**src/rtl/key_gate_lab_if.sv**
```systemverilog
// rtl/key_gate_lab_if.sv - board pin bundle: push-buttons, switches and LEDs
interface key_gate_lab_if #(
  parameter int W = 4
);
  logic [1:0]     key;
  logic [2*W-1:0] sw;
  logic [W+5:0]   led;

  // board side drives the pins and watches the LEDs
  modport master (output key, output sw, input led);
  // design side reads the pins and drives the LEDs
  modport slave (input key, input sw, output led);
endinterface

```
**src/rtl/key_gate_lab.sv**
```systemverilog
// rtl/key_gate_lab.sv - W-bit bitwise function explorer with debounced mode/hold keys
module key_gate_lab #(
  parameter int W               = 4,
  parameter int DEBOUNCE_CYCLES = 500000,
  parameter int SYNC_STAGES     = 2
) (
  input logic         clk,
  input logic         reset,
  key_gate_lab_if.slave io
);
  localparam int CW = (DEBOUNCE_CYCLES > 2) ? $clog2(DEBOUNCE_CYCLES) : 1;
  localparam logic [CW-1:0] CNT_LAST = CW'(DEBOUNCE_CYCLES - 1);

  logic [1:0]     key_sync [SYNC_STAGES];
  logic [2*W-1:0] sw_sync  [SYNC_STAGES];
  logic [CW-1:0]  cnt      [2];
  logic [1:0]     stable;
  logic [1:0]     stable_d;
  logic [1:0]     pulse;
  logic [2:0]     mode;
  logic           hold;
  logic [W+5:0]   led_q;
  logic [W-1:0]   a;
  logic [W-1:0]   b;
  logic [1:0]     key_lvl;
  logic [W-1:0]   res;

  assign key_lvl = key_sync[SYNC_STAGES-1];
  assign a       = sw_sync[SYNC_STAGES-1][W-1:0];
  assign b       = sw_sync[SYNC_STAGES-1][2*W-1:W];
  assign io.led  = led_q;

  // synchronise the asynchronous pins; keys idle released (1), switches idle 0
  always_ff @(posedge clk or posedge reset) begin
    if (reset) begin
      for (int i = 0; i < SYNC_STAGES; i++) begin
        key_sync[i] <= 2'b11;
        sw_sync[i]  <= '0;
      end
    end else begin
      key_sync[0] <= io.key;
      sw_sync[0]  <= io.sw;
      for (int i = 1; i < SYNC_STAGES; i++) begin
        key_sync[i] <= key_sync[i-1];
        sw_sync[i]  <= sw_sync[i-1];
      end
    end
  end

  // per-key debounce; press pulse fires the cycle after stable falls 1->0
  always_ff @(posedge clk or posedge reset) begin
    if (reset) begin
      for (int k = 0; k < 2; k++) cnt[k] <= '0;
      stable   <= 2'b11;
      stable_d <= 2'b11;
      pulse    <= 2'b00;
    end else begin
      for (int k = 0; k < 2; k++) begin
        if (key_lvl[k] == stable[k]) begin
          cnt[k] <= '0;
        end else if (cnt[k] == CNT_LAST) begin
          stable[k] <= ~stable[k];
          cnt[k]    <= '0;
        end else begin
          cnt[k] <= cnt[k] + 1'b1;
        end
      end
      stable_d <= stable;
      pulse    <= stable_d & ~stable;
    end
  end

  // selected bitwise function of the synchronised operands
  always_comb begin
    res = '0;
    case (mode)
      3'd0:    res = a & b;
      3'd1:    res = a | b;
      3'd2:    res = ~a;
      3'd3:    res = a ^ b;
      3'd4:    res = ~(a & b);
      3'd5:    res = ~(a | b);
      3'd6:    res = ~(a ^ b);
      default: res = a + b;
    endcase
  end

  // mode steps on key[0] unless frozen; hold toggles on key[1]; LEDs register every edge
  always_ff @(posedge clk or posedge reset) begin
    if (reset) begin
      mode  <= 3'd0;
      hold  <= 1'b0;
      led_q <= '0;
    end else begin
      if (pulse[0] && !hold) mode <= mode + 3'd1;
      if (pulse[1])          hold <= ~hold;
      led_q[W+2:W] <= mode;
      led_q[W+3]   <= hold;
      if (!hold) begin
        led_q[W-1:0] <= res;
        led_q[W+4]   <= ^res;
        led_q[W+5]   <= (a == b);
      end
    end
  end
endmodule

```
**src/flat_wrapper.sv**
```systemverilog
// flat-port wrapper written by rule: the top's interface ports become plain ports
module key_gate_lab_flat 
#(
  parameter int W               = 4,
  parameter int DEBOUNCE_CYCLES = 500000,
  parameter int SYNC_STAGES     = 2
)
  (clk, reset, io_key, io_sw, io_led);
  key_gate_lab_if #(.W(W)) io_i ();
  input logic clk;
  input logic reset;
  input wire logic [$bits(io_i.key)-1:0] io_key;
  input wire logic [$bits(io_i.sw)-1:0] io_sw;
  output wire logic [$bits(io_i.led)-1:0] io_led;
  assign io_i.key = io_key;
  assign io_i.sw = io_sw;
  assign io_led = io_i.led;
  key_gate_lab #(.W(W), .DEBOUNCE_CYCLES(DEBOUNCE_CYCLES), .SYNC_STAGES(SYNC_STAGES)) u_core (.clk(clk), .reset(reset), .io(io_i));
endmodule
```
**config.mk**
```make
export PLATFORM = sky130hd
export DESIGN_NAME = key_gate_lab_flat
export DESIGN_NICKNAME = d
export VERILOG_FILES = /design/src/rtl/key_gate_lab_if.sv /design/src/rtl/key_gate_lab.sv /design/src/flat_wrapper.sv
export SDC_FILE = /design/constraint.sdc
export NUM_CORES = 1
export LEC_CHECK = 0
export BUFFER_PORTS_ARGS = -buffer_cell sky130_fd_sc_hd__buf_4
export CAP_MARGIN = 20
export CORE_ASPECT_RATIO = 1.4
export CORE_MARGIN = 2
export CORE_UTILIZATION = 33
export CTS_CLUSTER_SIZE = 16
export DETAILED_ROUTE_END_ITERATION = 6
export SYNTH_ARGS = -nofsm -noshare
export SYNTH_HDL_FRONTEND = slang
export SYNTH_SLANG_ARGS = --single-unit
```
**constraint.sdc**
```tcl
create_clock -name clk -period 5.8 [get_ports clk]
set_input_delay 0.87 -clock clk [delete_from_list [all_inputs] [get_ports clk]]
set_output_delay 0.87 -clock clk [all_outputs]
set_load 0.05 [all_outputs]
```
==> results of run 1 <==
metal layers:
metal,GRT usage (%),vias up,part of all wire [%]
met5,0,-,0
met4,6.76,0,2.9
met3,2.83,13,2.7
met2,20.2,35,52
met1,13.4,1102,42
li1,-,1130,-
cells in the final DEF (no fill, tap or decap), types with 3 or more instances in the layout:
| master | n |
|---|---|
| nand4_1 | 7 |
| dfrtp_1 | 70 |
| bufinv_16 | 3 |
| nand3_1 | 15 |
| nor2_1 | 47 |
| o21ai_0 | 6 |
| dfstp_2 | 8 |
| buf_4 | 22 |
| and4_1 | 4 |
| nor2b_1 | 3 |
| nor3_2 | 3 |
| xnor2_1 | 19 |
| mux2_2 | 4 |
| inv_2 | 3 |
| nand2b_1 | 3 |
| xor2_1 | 20 |
| ha_1 | 15 |
| nand2_1 | 24 |
| clkbuf_16 | 9 |
| and3_1 | 3 |
| inv_1 | 19 |
| nor4_1 | 4 |
worst max-delay path by stage:
stage,to,start,depth (start not counted)
after global placement,u_core.io.led[8],u_core.mode[0],8
after global routing,u_core.io.led[8],u_core.mode[0],8
after floorplan,u_core.a[0],reset,1
final,u_core.io.led[8],u_core.mode[0],8
after detailed placement,u_core.io.led[8],u_core.a[0],7
after CTS,u_core.io.led[8],u_core.mode[0],8
through the flow:
step	cells	util (%)	power [µW]	setup slack, ps
3_3_place_gp	477	36.1	648	3590
6_report	493	39.3	1270	3510
4_1_cts	493	39.3	1290	3520
3_5_place_dp	477	36.1	649	3550
5_1_grt	493	39.3	1320	3370
2_1_floorplan	321	-	626	2950
registers in the layout (all words and copies together) (netlist names):
| register | count |
|---|---|
| u_core.key_lvl | 2 |
| u_core.key_sync | 2 |
| u_core.b | 4 |
| u_core.sw_sync | 8 |
| u_core.pulse | 2 |
| u_core.mode | 3 |
| u_core.hold | 1 |
| u_core.stable_d | 2 |
| u_core.cnt | 38 |
| u_core.stable | 2 |
| u_core.a | 4 |
| u_core.io.led | 10 |
area by class of cell:
cell class	count	area share, %
clock buffers	10	5.45
repair buffers	22	3.93
clock inverters	6	2.65
well taps	141	4.20
flip-flops and latches	78	46.7
multi-input cells	214	35.1
inverters	22	1.96
power groups by stage:
stage	registers (µW)	logic [µW]	clock network [µW]
after detailed placement	579	70.3	0
after global placement	579	69.2	0
after global routing	570	78.3	674
after floorplan	587	38.3	0
final	569	68.9	634
after CTS	569	70.8	651
synth_stat cells (all sizes together), types with 3 or more instances:
master	count
nand4	8
mux2	5
a21oi	3
and4	4
nor3	5
nand2b	3
buf	6
o21ai	7
xnor2	19
and3	3
dfstp	8
dfrtp	70
inv	22
nor4	4
nand3	15
ha	15
nand2	24
nor2	47
xor2	20
nor2b	3
worst register-to-register path: cells and delay by family, from the launching register on:
kind / cells / cell delay, ps
flip-flops: 1 / 430
XOR/XNOR: 1 / 350
adder cells (fa/ha/maj): 1 / 250
AO/OA/AOI/OAI: 4 / 890
buffers and inverters: 2 / 300
cell families (layout without fill, tap and decap cells):
kind of cell | after synthesis | count (layout) | share of synthesized area [%]
AO/OA/AOI/OAI | 24 | 24 | 5.01
buffers and inverters | 29 | 60 | 3.75
XOR/XNOR | 40 | 40 | 10.2
flip-flops | 78 | 78 | 54.9
multiplexers | 7 | 7 | 2.14
adder cells (fa/ha/maj) | 16 | 16 | 5.81
AND/OR/NAND/NOR | 127 | 127 | 18.2
==> results.py, run 1 <==
metrics = {
    "die": {
        "die_area_um2": 11700,
        "io_pins": 22,
        "start_util_pct": 33.4,
        "die_w_um": 91.9,
        "core-area_um2": 10700,
        "num_rows": 45,
        "die_h_um": 127,
    },
    "clocking": {
        "clock_sinks": 78,
        "path_clk_slew_ps": 60,
        "post_cts_resized": 0,
        "cts_buffer_depth": 2,
        "cts_tree": "yes",
        "cts-root-buf": "clkbuf_16",
        "cts.htree.levels": 3,
        "cts_buffers": 9,
        "hold_buffers": 0,
        "clk_latency_ps": 330,
        "post_cts_buffers": 0,
    },
    "power_and_ir_drop": {
        "pwr-share-seq_pct": 44.7,
        "p_int_uw": 1000,
        "ir_drop_v": 0.000100,
        "leakage_uw": 0.00188,
        "combPwrFrac_pct": 5.4,
        "power_density_nw_per_um2": 303,
        "switching_power_uw": 267,
        "pwr-share-clk_pct": 49.9,
        "switching_share_pct": 21.0,
    },
    "timing": {
        "tns_ps": 0,
        "max_slew.worst_pin.slew_ps": 947,
        "slew_viol_final": 0,
        "rsz0062_at_grt": "no",
        "clock.fmax_mhz": 437,
        "fin_crit_ps": 2290,
        "fin_crit_sh_pct": 39.4,
        "fin_skew_ps": 5.60,
        "hold_viol": 0,
        "relSlewSlack_pct": 36.9,
        "timing.hold.ws_ps": 346,
        "setup_viol": 0,
    },
    "drt": {
        "ant_nets": 0,
        "via_count": 2280,
        "wl_per_cell_um": 12.3,
        "finalWirelength_um": 6090,
        "first_iter_violations": 89,
        "vias_per_cell": 4.62,
        "drc_errors": 0,
        "firstDrtPassIters": 4,
    },
    "layout": {
        "fin_nets": 375,
        "fillers": 1040,
        "area_growth_syn_to_layout_pct": 17.6,
        "drive_gt1_share_pct": 16.8,
        "antenna_cells": 0,
        "multi_input_comb_area_um2": 1480,
        "fin_area_um2": 4200,
        "regArea_um2": 1960,
    },
    "worst_setup_path": {
        "reg2reg_to": "u_core.io.led[8]",
        "critPathArrivalTime_ps": 2540,
        "path_class": "flop to flop",
        "critPathMostFrequentCell": "inv_1",
        "r2r_cells": 8,
        "cp_slowest_cell": "dfrtp_1",
        "reg2reg_from": "u_core.mode[0]",
        "crit_fanout": 6,
        "slowest_delay_ps": 430,
        "path_cells": "inv_1 > ha_1 > inv_1 > o22ai_1 > a211o_1 > a221o_1 > xnor3_1 > o21ai_1",
        "crit_path_end_kind": "flop",
        "r2r_slack_ps": 3510,
        "start_kind": "flop",
        "crit_buf_inv": 2,
        "crit_required_ps": 6060,
        "cp_top_family": "compound AO/OA/AOI/OAI gates",
    },
    "place": {
        "hpwlAfterDp_um": 4200,
        "port_buffers": 21,
        "dpl_cell_area_um2": 3860,
        "gp_congestion": 0.843,
    },
    "global_route": {
        "grt_pass1_wl_um": 10800,
        "grt_pass1_vias": 2397,
        "grt_overflow": 0,
        "grt_max_degree": 79,
        "antenna_found_initial": 0,
        "grt_util_all_layers_pct": 11.8,
    },
    "yosys": {
        "synth_edf_count": 0,
        "yosys_warnings": 0,
        "synthCells": 321,
        "ys_types": 50,
        "synth_seq_cells": 78,
        "synth_area_leaders": "dfrtp_1 49%, dfstp_2 5.9%, ha_1 5.3%, nor2_1 4.9%, xor2_1 4.9%",
        "ys_async_sr_fraction_pct": 100,
        "synth_top_flop_cell": "dfrtp_1",
        "synth_top_area_cell": "dfrtp_1",
        "yosysTopAreaCellShare_pct": 49.0,
        "synth_seq_area_share_pct": 54.9,
        "syn_area_um2": 3570,
        "synth.net_count": 349,
        "syn_avg_cell_area_um2": 11.1,
    },
    "run_status": {
        "outcome": "finished clean",
    },
    "hold_path": {
        "hold_depth": 0,
        "hp-class": "flop to flop",
        "min-delay-start": "u_core.sw_sync[8]",
        "holdPathEnd": "u_core.a[0]",
    },
    "job": {
        "maxCapViolCount": 0,
    },
}
(Power assumes the default switching activity.)
==> run 2: changes to the inputs <==
==> constraint.sdc (replaced) <==
create_clock -name clk -period 1.86 [get_ports clk]
set_input_delay 0.279 -clock clk [delete_from_list [all_inputs] [get_ports clk]]
set_output_delay 0.279 -clock clk [all_outputs]
set_load 0.05 [all_outputs]
==> run 2 against run 1 <==
Compared with the run above: the run now ends with negative setup slack left; sequential cell count stayed put; utilization is 3.7 points higher; sequential share of layout area is 4.0 points lower; total power grew to 3.2 times the previous value; global-route usage is 0.44 points higher; worst hold slack worse by 310 ps; critical endpoint unchanged; highest routed layer unchanged.
==> results.py, run 2 (same netlist as run 1, synthesis figures left out) <==
metrics = {
    "layout": {
        "final_common_cell": "dfrtp_1",
        "antenna_cells": 0,
        "fin_area_um2": 4600,
        "fin_nets": 411,
        "drive_gt1_share_pct": 28.4,
        "regMostFlops": "u_core.cnt",
        "largest_reg_flops": 38,
        "final_cell_mix": "69 x dfrtp_1, 55 x buf_4, 47 x nor2_1",
        "area_growth_syn_to_layout_pct": 28.7,
    },
    "worst_setup_path": {
        "critPathArrivalTime_ps": 2440,
        "crit_path_end_kind": "flop",
        "crit_fanout": 2,
        "path_class": "flop to flop",
        "start_kind": "flop",
        "crit_required_ps": 2120,
        "r2r_cells": 8,
    },
    "die": {
        "io_pins": 22,
        "die_h_um": 127,
        "start_util_pct": 33.4,
        "num_rows": 45,
        "die_w_um": 91.9,
        "core-area_um2": 10700,
        "die_area_um2": 11700,
    },
    "run_status": {
        "outcome": "finished, violations left",
        "violations": "negative setup slack",
    },
    "drt": {
        "vias_per_cell": 4.58,
        "via_count": 2425,
        "drc_errors": 0,
        "ant_nets": 0,
        "wl_per_cell_um": 12.4,
        "finalWirelength_um": 6550,
        "first_iter_violations": 97,
        "firstDrtPassIters": 4,
    },
    "global_route": {
        "grt_pass1_wl_um": 11100,
        "grt_util_all_layers_pct": 12.2,
        "grt_max_degree": 79,
        "grt_pass1_vias": 2504,
        "grt_overflow": 0,
        "antenna_found_initial": 0,
    },
    "hold_path": {
        "hp-class": "primary input to asynchronous set/reset pin",
    },
    "timing": {
        "worst_slack_ps": -314,
        "setup_viol": 3,
        "hold_viol": 0,
        "slew_viol_final": 0,
        "relSlewSlack_pct": 72.6,
        "fin_crit_ps": 2170,
        "clock.fmax_mhz": 460,
        "max_slew.worst_pin.slew_ps": 410,
        "fin_crit_sh_pct": 117,
        "rsz0062_at_grt": "yes",
        "fin_skew_ps": 5.38,
    },
    "place": {
        "gp_congestion": 0.927,
        "port_buffers": 21,
        "dpl_cell_area_um2": 4160,
        "dpl_worst_slack_ps": -329,
        "hpwlAfterDp_um": 4420,
    },
    "clocking": {
        "cts_tree": "yes",
        "clk_latency_ps": 340,
        "path_clk_slew_ps": 60,
        "clock_sinks": 78,
        "cts.htree.levels": 3,
        "cts-root-buf": "clkbuf_16",
        "cts_buffer_depth": 2,
        "cts_buffers": 9,
    },
    "power_and_ir_drop": {
        "ir_drop_v": 0.000424,
        "leakage_uw": 0.00208,
        "p_total_uw": 4040,
        "power_density_nw_per_um2": 878,
    },
    "job": {
        "maxCapViolCount": 0,
    },
}
## run 2: changes by cell type in the layout (fill, tap and decap cells not counted), sizes merged
cell	before	now
clkbuf	10	12
clkinv	2	1
inv	22	21
buf	22	58
## run 2: layout make-up
type / count / area (µm²)
multi-input cells: 214 / 1560
flip-flops and latches: 78 / 1960
fillers: 1003 / 6100
inverters: 22 / 88.8
clock inverters: 4 / 95.1
clock buffers: 12 / 246
well taps: 141 / 176
repair buffers: 58 / 473
## run 2: worst paths after layout
path	start	endpoint	slack, ps
worst max-delay path	u_core.a[0]	u_core.io.led[8]	-310
min in group clk	io_sw[6]	u_core.sw_sync[14]	50
worst min-delay path	reset	u_core.cnt[8]	30
worst min register to register	u_core.sw_sync[10]	u_core.a[2]	350
worst max register to register	u_core.a[0]	u_core.io.led[8]	-310
max in group asynchronous	reset	u_core.key_lvl[0]	1460
## run 2: per-stage QoR
stage / instances / TNS, ps / hold slack [ps] / util [%]
global placement: 510 / -557 / 336 / 38.9
detailed placement: 510 / -635 / 335 / 38.9
floorplan: 321 / -153 / 283 / -
finish: 529 / -586 / 32.5 / 43.0
CTS: 527 / -496 / 36.4 / 42.3
global route: 529 / -896 / 35.0 / 43.0
## run 2: critical path, cell delays in order (launching register included)
cell      delay (ps)
dfrtp_1          380
ha_2             200
fa_1             440
nor2b_4          140
a222oi_1         260
buf_4            180
xor2_1           160
xnor3_1          220
o21ai_1          120
## run 2: report_power, final
| group | internal (µW) | switching, µW | total [µW] |
|---|---|---|---|
| combinational | 117 | 147 | 264 |
| clock | 1350 | 655 | 2000 |
| sequential | 1740 | 29.9 | 1770 |
| total | 3210 | 832 | 4040 |
## run 2: timing repair
action | CTS | global route
setup buffers | 1 | 2
pin swaps | 4 | 2
resized for setup | 6 | 13
hold buffers | 0 | 0
setup endpoints to repair | 5 | 39
## run 2: routing by layer
layer | up-vias | part of all wire (%) | track usage (%)
met5 | - | 0 | 0
met4 | 0 | 4.0 | 8.17
met3 | 18 | 2.9 | 3.54
met2 | 37 | 51 | 20.0
met1 | 1174 | 42 | 13.8
li1 | 1196 | - | -
==> run 3: changes to the inputs <==
--- a/config.mk
+++ b/config.mk
@@ -12,6 +12,7 @@
 export CORE_UTILIZATION = 33
 export CTS_CLUSTER_SIZE = 16
 export DETAILED_ROUTE_END_ITERATION = 6
+export SETUP_SLACK_MARGIN = 0.3
 export SYNTH_ARGS = -nofsm -noshare
 export SYNTH_HDL_FRONTEND = slang
 export SYNTH_SLANG_ARGS = --single-unit
==> constraint.sdc (replaced) <==
create_clock -name clk -period 2.8 [get_ports clk]
set_input_delay 0.42 -clock clk [delete_from_list [all_inputs] [get_ports clk]]
set_output_delay 0.42 -clock clk [all_outputs]
set_load 0.05 [all_outputs]
==> run 3 against run 2 <==
Compared with the run above: register-to-register slack improved by 800 ps; sequential cell count stayed put; sequential power fell by 33%; first-iteration DRC count rose by 13%; routed wire length down 4.9%; clock power decreased by 39%; die area stayed put; clock-buffer cell count down 2; the flow now finishes without violations; critical path type unchanged; cell area fell by 8.9%; highest routed layer unchanged; total power is 37% lower.
==> results.py, run 3 (same netlist as run 1, synthesis figures left out) <==
metrics = {
    "worst_setup_path": {
        "crit_fanout": 9,
        "crit_path_end_kind": "flop",
        "path_cells": "inv_1 > ha_1 > nand2b_1 > o2111ai_2 > a222oi_1 > xor2_1 > xnor3_1 > o21ai_1",
        "path_class": "flop to flop",
        "critPathArrivalTime_ps": 2570,
        "slowest_delay_ps": 550,
        "cp_slowest_cell": "a222oi_1",
        "crit_required_ps": 3060,
        "start_kind": "flop",
    },
    "global_route": {
        "grt_overflow": 0,
        "antenna_found_initial": 0,
        "grt_max_degree": 53,
        "grt_pass1_vias": 2412,
        "grt_util_all_layers_pct": 11.9,
        "grt_pass1_wl_um": 11000,
    },
    "layout": {
        "antenna_cells": 0,
        "fin_nets": 375,
        "final_common_cell": "dfrtp_1",
        "drive_gt1_share_pct": 16.8,
        "largest_reg_flops": 38,
        "final_cell_mix": "70 x dfrtp_1, 47 x nor2_1, 24 x nand2_1",
        "fillers": 1060,
        "area_growth_syn_to_layout_pct": 17.3,
        "regMostFlops": "u_core.cnt",
    },
    "place": {
        "gp_congestion": 0.838,
        "dpl_worst_slack_ps": 529,
        "hpwlAfterDp_um": 4380,
        "port_buffers": 21,
    },
    "drt": {
        "drc_errors": 0,
        "vias_per_cell": 4.70,
        "firstDrtPassIters": 4,
        "wl_per_cell_um": 12.6,
        "first_iter_violations": 110,
        "finalWirelength_um": 6220,
        "ant_nets": 0,
        "via_count": 2319,
    },
    "timing": {
        "fin_crit_sh_pct": 82.7,
        "rsz0062_at_grt": "no",
        "fin_skew_ps": 6.92,
        "tns_ps": 0,
        "setup_viol": 0,
        "max_slew.worst_pin.slew_ps": 615,
        "clock.fmax_mhz": 432,
        "fin_crit_ps": 2320,
        "timing.hold.ws_ps": 158,
        "slew_viol_final": 0,
        "relSlewSlack_pct": 59.0,
        "worst_slack_ps": 483,
        "hold_viol": 0,
    },
    "die": {
        "die_w_um": 91.9,
        "num_rows": 45,
        "die_h_um": 127,
        "die_area_um2": 11700,
        "core-area_um2": 10700,
        "start_util_pct": 33.4,
        "io_pins": 22,
    },
    "power_and_ir_drop": {
        "pwr-share-seq_pct": 46.2,
        "p_int_uw": 1990,
        "leakage_uw": 0.00188,
        "switching_share_pct": 21.9,
        "ir_drop_v": 0.000275,
        "switching_power_uw": 559,
        "power_density_nw_per_um2": 609,
        "combPwrFrac_pct": 5.7,
        "pwr-share-clk_pct": 48.1,
    },
    "clocking": {
        "clock_sinks": 78,
        "cts_buffer_depth": 2,
        "hold_buffers": 0,
        "cts-root-buf": "clkbuf_16",
        "path_clk_slew_ps": 60,
        "cts_buffers": 9,
        "clk_latency_ps": 330,
        "post_cts_resized": 0,
        "cts.htree.levels": 3,
        "post_cts_buffers": 0,
        "cts_tree": "yes",
    },
    "job": {
        "maxCapViolCount": 0,
    },
    "hold_path": {
        "hp-class": "primary input to asynchronous set/reset pin",
    },
    "run_status": {
        "outcome": "finished clean",
    },
}
-- run 3: worst max-delay path: cells and delay by family, from the launching register on --
family / cells / cell delay (ps)
flops: 1 / 420
buf+inv: 1 / 80
simple gates: 1 / 140
xor+xnor: 2 / 450
fa+ha+maj: 1 / 340
compound gates: 3 / 780
-- run 3: per-layer routing --
layer / wire (µm) / GRT usage, %
met1: 2580 / 13.3
met2: 3200 / 20.1
met3: 209 / 3.54
met4: 236 / 7.37
met5: 0 / 0
-- run 3: through the flow --
| step | instance area [µm²] | std cells | power [µW] | util [%] |
|---|---|---|---|---|
| 2_1_floorplan | 3570 | 321 | 1300 | - |
| 4_1_cts | 4190 | 493 | 2600 | 39.2 |
| 3_3_place_gp | 3880 | 477 | 1340 | 36.2 |
| 3_5_place_dp | 3880 | 477 | 1350 | 36.2 |
| 6_report | 4190 | 493 | 2550 | 39.2 |
| 5_1_grt | 4190 | 493 | 2660 | 39.2 |
-- run 3: worst paths after layout --
path                                    startpoint            endpoint  slack (ps)  cells past startpoint
worst min-delay path                         reset       u_core.cnt[9]         160                      2
worst min register to register  u_core.sw_sync[15]         u_core.b[3]         350                      0
max in group asynchronous                    reset  u_core.stable_d[0]        1920                      3
worst max-delay path                u_core.mode[0]    u_core.io.led[8]         480                      8
min in group clk                          io_sw[5]  u_core.sw_sync[13]         190                      1
worst max register to register      u_core.mode[0]    u_core.io.led[8]         480                      8
-- run 3: area by class of cell --
| cell class | instances | area (µm²) | share of cell area (%) |
|---|---|---|---|
| multi-input cells | 214 | 1480 | 35.3 |
| clock inverters | 6 | 86.3 | 2.06 |
| clock buffers | 10 | 229 | 5.46 |
| inverters | 22 | 82.6 | 1.97 |
| well taps | 141 | 176 | 4.21 |
| repair buffers | 22 | 178 | 4.24 |
| flip-flops and latches | 78 | 1960 | 46.8 |
-- run 3: power by group through the flow --
stage / clock [µW] / combinational [µW] / sequential (µW)
after floorplan: 0 / 79.2 / 1220
after global placement: 0 / 145 / 1200
after detailed placement: 0 / 148 / 1200
after CTS: 1270 / 149 / 1180
after global routing: 1320 / 163 / 1180
final: 1230 / 145 / 1180
